[config.mk]
export PLATFORM = sky130hd
export DESIGN_NAME = audio_pwm_stream
export DESIGN_NICKNAME = d
export VERILOG_FILES = /design/src/rtl/audio_pwm_stream.sv
export SDC_FILE = /design/constraint.sdc
export NUM_CORES = 1
export LEC_CHECK = 0
export CAP_MARGIN = 20
export CORE_ASPECT_RATIO = 1.2
export CORE_MARGIN = 10
export CORE_UTILIZATION = 60
export DETAILED_ROUTE_END_ITERATION = 10
export HOLD_SLACK_MARGIN = 0.12
export PLACE_DENSITY = 0.89
export SETUP_SLACK_MARGIN = 0.2
export SLEW_MARGIN = 25
export SYNTH_ARGS = -nofsm -noshare
export SYNTH_HDL_FRONTEND = slang
export SYNTH_SLANG_ARGS = --single-unit
export TNS_END_PERCENT = 20
[constraint.sdc]
create_clock -name clk_audio -period 6.77 [get_ports clk_audio]
set_clock_uncertainty 0.2 [all_clocks]
set_input_delay 1.354 -clock clk_audio [delete_from_list [all_inputs] [get_ports clk_audio]]
set_output_delay 1.354 -clock clk_audio [all_outputs]
set_load 0.1 [all_outputs]
[src/rtl/audio_pwm_stream.sv]
// ---------------------------------------------------------------------------
// audio_pwm_stream
//
// Multi-channel PWM audio output stage. Signed PCM frames arrive over a
// valid/ready stream into a small frame FIFO. Once the FIFO holds at least
// half its depth, one frame is popped per PWM period. Each popped frame is
// scaled by the digital volume and converted to a per-channel duty value.
// Dropping game_active stops playback and flushes everything.
//
// Ports:
//   clk_audio     in   audio clock
//   rst_n         in   asynchronous active-low reset
//   game_active   in   1 = play, 0 = stop and flush
//   sample_valid  in   frame valid
//   sample_ready  out  frame accepted when valid && ready
//   sample_data   in   one frame, channel 0 in the LSBs
//   volume        in   unsigned gain (volume / 2^VOL_W), sampled at each pop
//   pwm_out       out  registered PWM, one bit per channel
//   fifo_level    out  frames currently buffered
//   playing       out  high while in PLAY
//   underrun      out  one-cycle pulse when a pop was due but FIFO was empty
//   underrun_cnt  out  saturating underrun count, cleared on each start
// ---------------------------------------------------------------------------
module audio_pwm_stream #(
    parameter int DATA_W     = 16,
    parameter int PWM_W      = 8,
    parameter int CHANNELS   = 2,
    parameter int FIFO_DEPTH = 8,
    parameter int VOL_W      = 4
) (
    input  logic                            clk_audio,
    input  logic                            rst_n,
    input  logic                            game_active,
    input  logic                            sample_valid,
    output logic                            sample_ready,
    input  logic [CHANNELS*DATA_W-1:0]      sample_data,
    input  logic [VOL_W-1:0]                volume,
    output logic [CHANNELS-1:0]             pwm_out,
    output logic [$clog2(FIFO_DEPTH+1)-1:0] fifo_level,
    output logic                            playing,
    output logic                            underrun,
    output logic [7:0]                      underrun_cnt
);

    localparam int PTR_W = $clog2(FIFO_DEPTH);
    localparam int LVL_W = $clog2(FIFO_DEPTH + 1);
    localparam logic [LVL_W-1:0] LVL_FULL  = LVL_W'(FIFO_DEPTH);
    localparam logic [LVL_W-1:0] LVL_PRIME = LVL_W'(FIFO_DEPTH / 2);

    typedef enum logic [1:0] {IDLE, PRIME, PLAY} state_t;

    state_t                     r_state;
    logic [PWM_W-1:0]           r_pwm_cnt;
    logic [CHANNELS*DATA_W-1:0] r_mem [FIFO_DEPTH];
    logic [PTR_W-1:0]           r_wr_ptr;
    logic [PTR_W-1:0]           r_rd_ptr;
    logic [LVL_W-1:0]           r_level;
    logic [PWM_W-1:0]           r_duty_p0 [CHANNELS];
    logic [CHANNELS-1:0]        r_pwm_p1;
    logic                       r_underrun;
    logic [7:0]                 r_underrun_cnt;

    logic                       w_wrap;
    logic                       w_full;
    logic                       w_empty;
    logic                       w_push;
    logic                       w_pop;
    logic                       w_miss;
    logic [CHANNELS*DATA_W-1:0] w_head;

    // Scale one sample by volume and map it to an offset-binary duty value.
    // The product is sign-extended to DATA_W+VOL_W+1 bits so the unsigned
    // volume never flips the sign; after the shift the result always fits
    // back into DATA_W bits because the gain is below 1.
    function automatic logic [PWM_W-1:0] f_duty(
        input logic signed [DATA_W-1:0] s,
        input logic        [VOL_W-1:0]  vol
    );
        logic signed [DATA_W+VOL_W:0] s_x;
        logic signed [DATA_W+VOL_W:0] v_x;
        logic signed [DATA_W+VOL_W:0] p;
        logic signed [DATA_W-1:0]     q;
        logic        [DATA_W-1:0]     u;
        s_x = {{(VOL_W + 1){s[DATA_W-1]}}, s};
        v_x = {{(DATA_W + 1){1'b0}}, vol};
        p   = s_x * v_x;
        q   = DATA_W'(p >>> VOL_W);
        u   = {~q[DATA_W-1], q[DATA_W-2:0]};
        return PWM_W'(u >> (DATA_W - PWM_W));
    endfunction

    assign w_wrap       = (r_pwm_cnt == {PWM_W{1'b1}});
    assign w_full       = (r_level == LVL_FULL);
    assign w_empty      = (r_level == '0);
    assign sample_ready = game_active && !w_full && (r_state != IDLE);
    assign w_push       = sample_valid && sample_ready;
    assign w_pop        = game_active && w_wrap &&
                          (((r_state == PLAY) && !w_empty) ||
                           ((r_state == PRIME) && (r_level >= LVL_PRIME)));
    assign w_miss       = game_active && w_wrap && (r_state == PLAY) && w_empty;
    assign w_head       = r_mem[r_rd_ptr];

    // Frame storage carries data only, so it has no reset.
    always_ff @(posedge clk_audio) begin
        if (w_push) begin
            r_mem[r_wr_ptr] <= sample_data;
        end
    end

    always_ff @(posedge clk_audio or negedge rst_n) begin
        if (!rst_n) begin
            r_state        <= IDLE;
            r_pwm_cnt      <= '0;
            r_wr_ptr       <= '0;
            r_rd_ptr       <= '0;
            r_level        <= '0;
            r_pwm_p1       <= '0;
            r_underrun     <= 1'b0;
            r_underrun_cnt <= '0;
            for (int c = 0; c < CHANNELS; c++) begin
                r_duty_p0[c] <= '0;
            end
        end else if (!game_active) begin
            // Stop: flush the FIFO and silence the outputs, keep the count.
            r_state    <= IDLE;
            r_pwm_cnt  <= '0;
            r_wr_ptr   <= '0;
            r_rd_ptr   <= '0;
            r_level    <= '0;
            r_pwm_p1   <= '0;
            r_underrun <= 1'b0;
            for (int c = 0; c < CHANNELS; c++) begin
                r_duty_p0[c] <= '0;
            end
        end else begin
            r_underrun <= w_miss;
            if (w_push) begin
                r_wr_ptr <= r_wr_ptr + 1'b1;
            end
            if (w_pop) begin
                r_rd_ptr <= r_rd_ptr + 1'b1;
            end
            if (w_push && !w_pop) begin
                r_level <= r_level + 1'b1;
            end else if (w_pop && !w_push) begin
                r_level <= r_level - 1'b1;
            end
            if (w_miss && (r_underrun_cnt != 8'hFF)) begin
                r_underrun_cnt <= r_underrun_cnt + 1'b1;
            end

            // Stage p0: duty loads on the pop (wrap) cycle, so it is in
            // effect from pwm_cnt == 0 of the next period.
            if (w_pop) begin
                for (int c = 0; c < CHANNELS; c++) begin
                    r_duty_p0[c] <= f_duty(w_head[c*DATA_W +: DATA_W], volume);
                end
            end

            // Stage p1: registered comparator, one cycle behind pwm_cnt.
            r_pwm_cnt <= r_pwm_cnt + 1'b1;
            for (int c = 0; c < CHANNELS; c++) begin
                r_pwm_p1[c] <= (r_pwm_cnt < r_duty_p0[c]);
            end

            case (r_state)
                IDLE: begin
                    r_pwm_cnt      <= '0;
                    r_pwm_p1       <= '0;
                    r_underrun_cnt <= '0;
                    r_state        <= PRIME;
                end
                PRIME: begin
                    if (w_pop) begin
                        r_state <= PLAY;
                    end
                end
                PLAY: begin
                    r_state <= PLAY;
                end
                default: begin
                    r_state <= IDLE;
                end
            endcase
        end
    end

    assign pwm_out      = r_pwm_p1;
    assign fifo_level   = r_level;
    assign playing      = (r_state == PLAY);
    assign underrun     = r_underrun;
    assign underrun_cnt = r_underrun_cnt;

endmodule

==> out/results.tsv <==
stage	metric	value	unit
layout	share of cells above drive strength 1	0.1187	
clock_tree	cts bufs inserted	28	
yosys	syn avg cell area	13.80	um2
global_route	initial antenna violation count	1	
setup_path	Worst Setup End Kind	flip-flop	
setup_path	critical path class	flip-flop to flip-flop	
clock_tree	# H-tree levels	1	
yosys	Mapped Area	16710	um2
hold_path	HP Class	flip-flop to flip-flop	
hold_path	Hold Path End	r_duty_p0[7]	
hold_path	hold path cells	2	
sta	setup ws final	0.8391	ns
yosys	most frequent cell after synthesis	edfxtp_1	
sta	minimum clock period	5.931	ns
setup_path	Crit path arrival time	6.17	ns
die	Die Span X	172.3	um
clock_tree	post-CTS sizing	0	
setup_path	worst-path cell chain	buf_4, buf_12, mux4_2, mux2i_1, nor2b_1, ha_1, fa_1, inv_1, fa_1, inv_1, ha_1, a21o_1, a21o_1, a21oi_1, nor2b_1, a41oi_2, nor4_1, a211o_1	
setup_path	CP max stage cell	dfrtp_4	
die	Starting Density	0.6132	
yosys	share of the synthesized area in the top cell type	0.4600	
die	core box area	27250	um2
power	Power Dens Cells	260.6	nW/um2
place	Placer Congestion	0.8892	
power	peak supply drop	0.2518	mV
outcome	status	completed	
clock_tree	Clk Latency, worst-skew pair	0.56	ns
sta	RSZ-0062 raised after global routing	false	
yosys	Cells after Synth	1211	
yosys	syn_nets	1407	
yosys	number of enable flip-flop cells after synthesis	256	
setup_path	crit start category	flip-flop	
layout	synthesis-to-finish area growth	11.33	%
clock_tree	setup bufs post-CTS	0	
global_route	grt ovf	0	
power	P_leak	7.104	nW
detailed_routing	DR DRC count	0	
setup_path	WP data required	7.00	ns
place	IO buf count	56	
detailed_routing	Routed WL per cell	21.53	um
global_route	largest net degree at the start of global routing	47	
setup_path	Worst path max stage delay	0.69	ns
sta	TNS Setup	0	ns
setup_path	Buf/Inv on CP	4	
layout	Final nets	1465	
clock_tree	CTS tree	done	
global_route	first-pass GRT wire length	56140	um
flow_run	max-cap viol count	0	
yosys	Synth async-reset ratio	0.1551	
yosys	Synth Flop Type	edfxtp_1	
detailed_routing	initial DRC count	675	
die	row cnt	66	
clock_tree	deepest clock path buffer count	3	
hold_path	HP Start	r_duty_p0[7]	
detailed_routing	final wirelength	35090	um
setup_path	Worst Path Max Fanout	37	
sta	fin crit share	0.8761	
sta	normalized max-slew margin	0.3428	
detailed_routing	number of vias in the routed layout	9855	
die	# IOs	57	
setup_path	R2R cell count	18	
die	die height	202.8	um
clock_tree	# hold bufs at CTS	0	
setup_path	RR Endpoint	r_duty_p0[14]	
detailed_routing	DRT antenna net count	0	
setup_path	FF-to-FF setup slack	0.84	ns
sta	Slew Limit Fails	0	
die	full die area	34950	um2
yosys	Synth cell types	64	
sta	worst slew pin tran	0.9827	ns
sta	final setup violation count	0	
place	dpl ws	0.7208	ns
yosys	FF+latch count, synth	303	
setup_path	Top delay family on crit path	adder cells	
global_route	vias in the first global route	10460	
yosys	Syn. warnings	0	
yosys	top post-synthesis cells by count	edfxtp_1 (256), inv_1 (137), ha_1 (93), nor2b_1 (88), fa_1 (63)	
detailed_routing	DR pass1 iterations	5	
yosys	area leader, netlist	edfxtp_1	
setup_path	RR Startpoint	r_rd_ptr[0]	
clock_tree	Clock Sinks	303	
yosys	ranking of synthesized cells by area	edfxtp_1 (46%), mux4_2 (8.2%), fa_1 (7.5%)	
clock_tree	CTS root buffer	clkbuf_16	
global_route	Tot GR Track Use	0.2035	
detailed_routing	Via density	6.046	
place	Final HPWL DP	22770	um
sta	f_max	168.6	MHz
clock_tree	CTS clk-pin slew, worst paths	0.06	ns
yosys	sequential area share after synthesis	0.5304	
sta	Final Hold Viols	0	
[area by class of cell]
type | instances | area [um2]
antenna | 1 | 2.502
inverter | 137 | 514.2
sequential | 303 | 8870
multi-input combinational | 720 | 7173
tap | 340 | 425.4
clock buffer | 38 | 759.5
timing repair buffer | 79 | 750.7
clock inverter | 12 | 108.9
fill | 1782 | 8647
[power breakdown]
group / switching (mW) / leakage [nW] / internal [mW]
clock network: 0.659 / 0.419 / 0.858
registers: 0.0346 / 2.95 / 2.07
logic: 0.747 / 3.73 / 0.476
[worst max-delay path by stage]
stage,from,to,slack (ns),cells after the start
final,r_rd_ptr[0],r_duty_p0[14],0.84,18
after global routing,r_rd_ptr[0],r_duty_p0[12],0.52,18
after CTS,r_rd_ptr[0],r_duty_p0[6],0.83,18
after detailed placement,volume[3],r_duty_p0[5],0.72,15
after global placement,volume[3],r_duty_p0[5],0.80,15
after floorplan,game_active,r_mem[4][0],0.49,4
[cell usage in the layout, fill, tap and decap left out, types with 4 or more instances in the layout]
cell               n
nor4_1             4
and2_1            16
a31oi_1            7
o21bai_1           6
dfrtp_1           44
inv_1            137
clkdlybuf4s50_1   54
a211oi_1           5
nor2b_1           88
nand4_1            7
a21oi_1           34
clkinv_1           4
nor2_1            34
nand2b_1          24
mux2i_1           27
fa_1              63
clkbuf_1           9
mux4_2            61
mux2_2             5
ha_1              93
nor3_1             4
o21ai_0           25
a211o_1            4
a22o_1             4
o21a_1             5
nand2_1           43
and3_1            12
and4_1             4
nor3_2             4
a21o_1            25
clkbuf_16         29
buf_4             22
xnor2_1           19
edfxtp_1         256
xor2_1            15
nand3_1           31
[cells by family after synthesis]
group | synth area share
adder cells (fa/ha/maj) | 0.1451
XOR/XNOR | 0.01782
flip-flops | 0.5304
AND/OR/NAND/NOR | 0.09382
buffers and inverters | 0.04380
multiplexers | 0.1074
AO/OA/AOI/OAI | 0.06170
[stage by stage]
step | hold slack, ns | total power, mW | cell area, um2 | utilization | cells
floorplan | 0.2688 | 3.050 | 16720 | - | 1211
global placement | 0.2910 | 3.292 | 17710 | 0.6500 | 1578
detailed placement | 0.2970 | 3.350 | 17730 | 0.6507 | 1579
CTS | 0.3169 | 4.863 | 18600 | 0.6826 | 1629
global route | 0.3409 | 5.094 | 18600 | 0.6827 | 1630
finish | 0.3122 | 4.848 | 18600 | 0.6827 | 1630
[worst register-to-register path, delay by kind of cell, from the launching register on]
kind,cells,cell delay [ns]
adder cells (fa/ha/maj),4,1.65
AO/OA/AOI/OAI,5,1.13
multiplexers,2,1.09
buffers and inverters,4,0.75
flip-flops,1,0.69
AND/OR/NAND/NOR,3,0.31
[layer usage]
layer  GRT usage  part of all wire  routed length, um
met3     0.03028             0.055               1919
met2      0.3485              0.52              18100
met1      0.2579              0.40              13960
met4     0.06969             0.032               1109
met5           0                 0                  0
[registers in the layout, indices dropped and copies added, names as in the netlist]
| name | count |
|---|---|
| r_wr_ptr | 3 |
| fifo_level | 4 |
| pwm_out | 2 |
| r_pwm_cnt | 8 |
| r_state | 2 |
| r_rd_ptr | 3 |
| underrun_cnt | 8 |
| underrun | 1 |
| r_duty_p0 | 16 |
| r_mem | 256 |
Note: power is estimated with default switching activity, not from simulation.
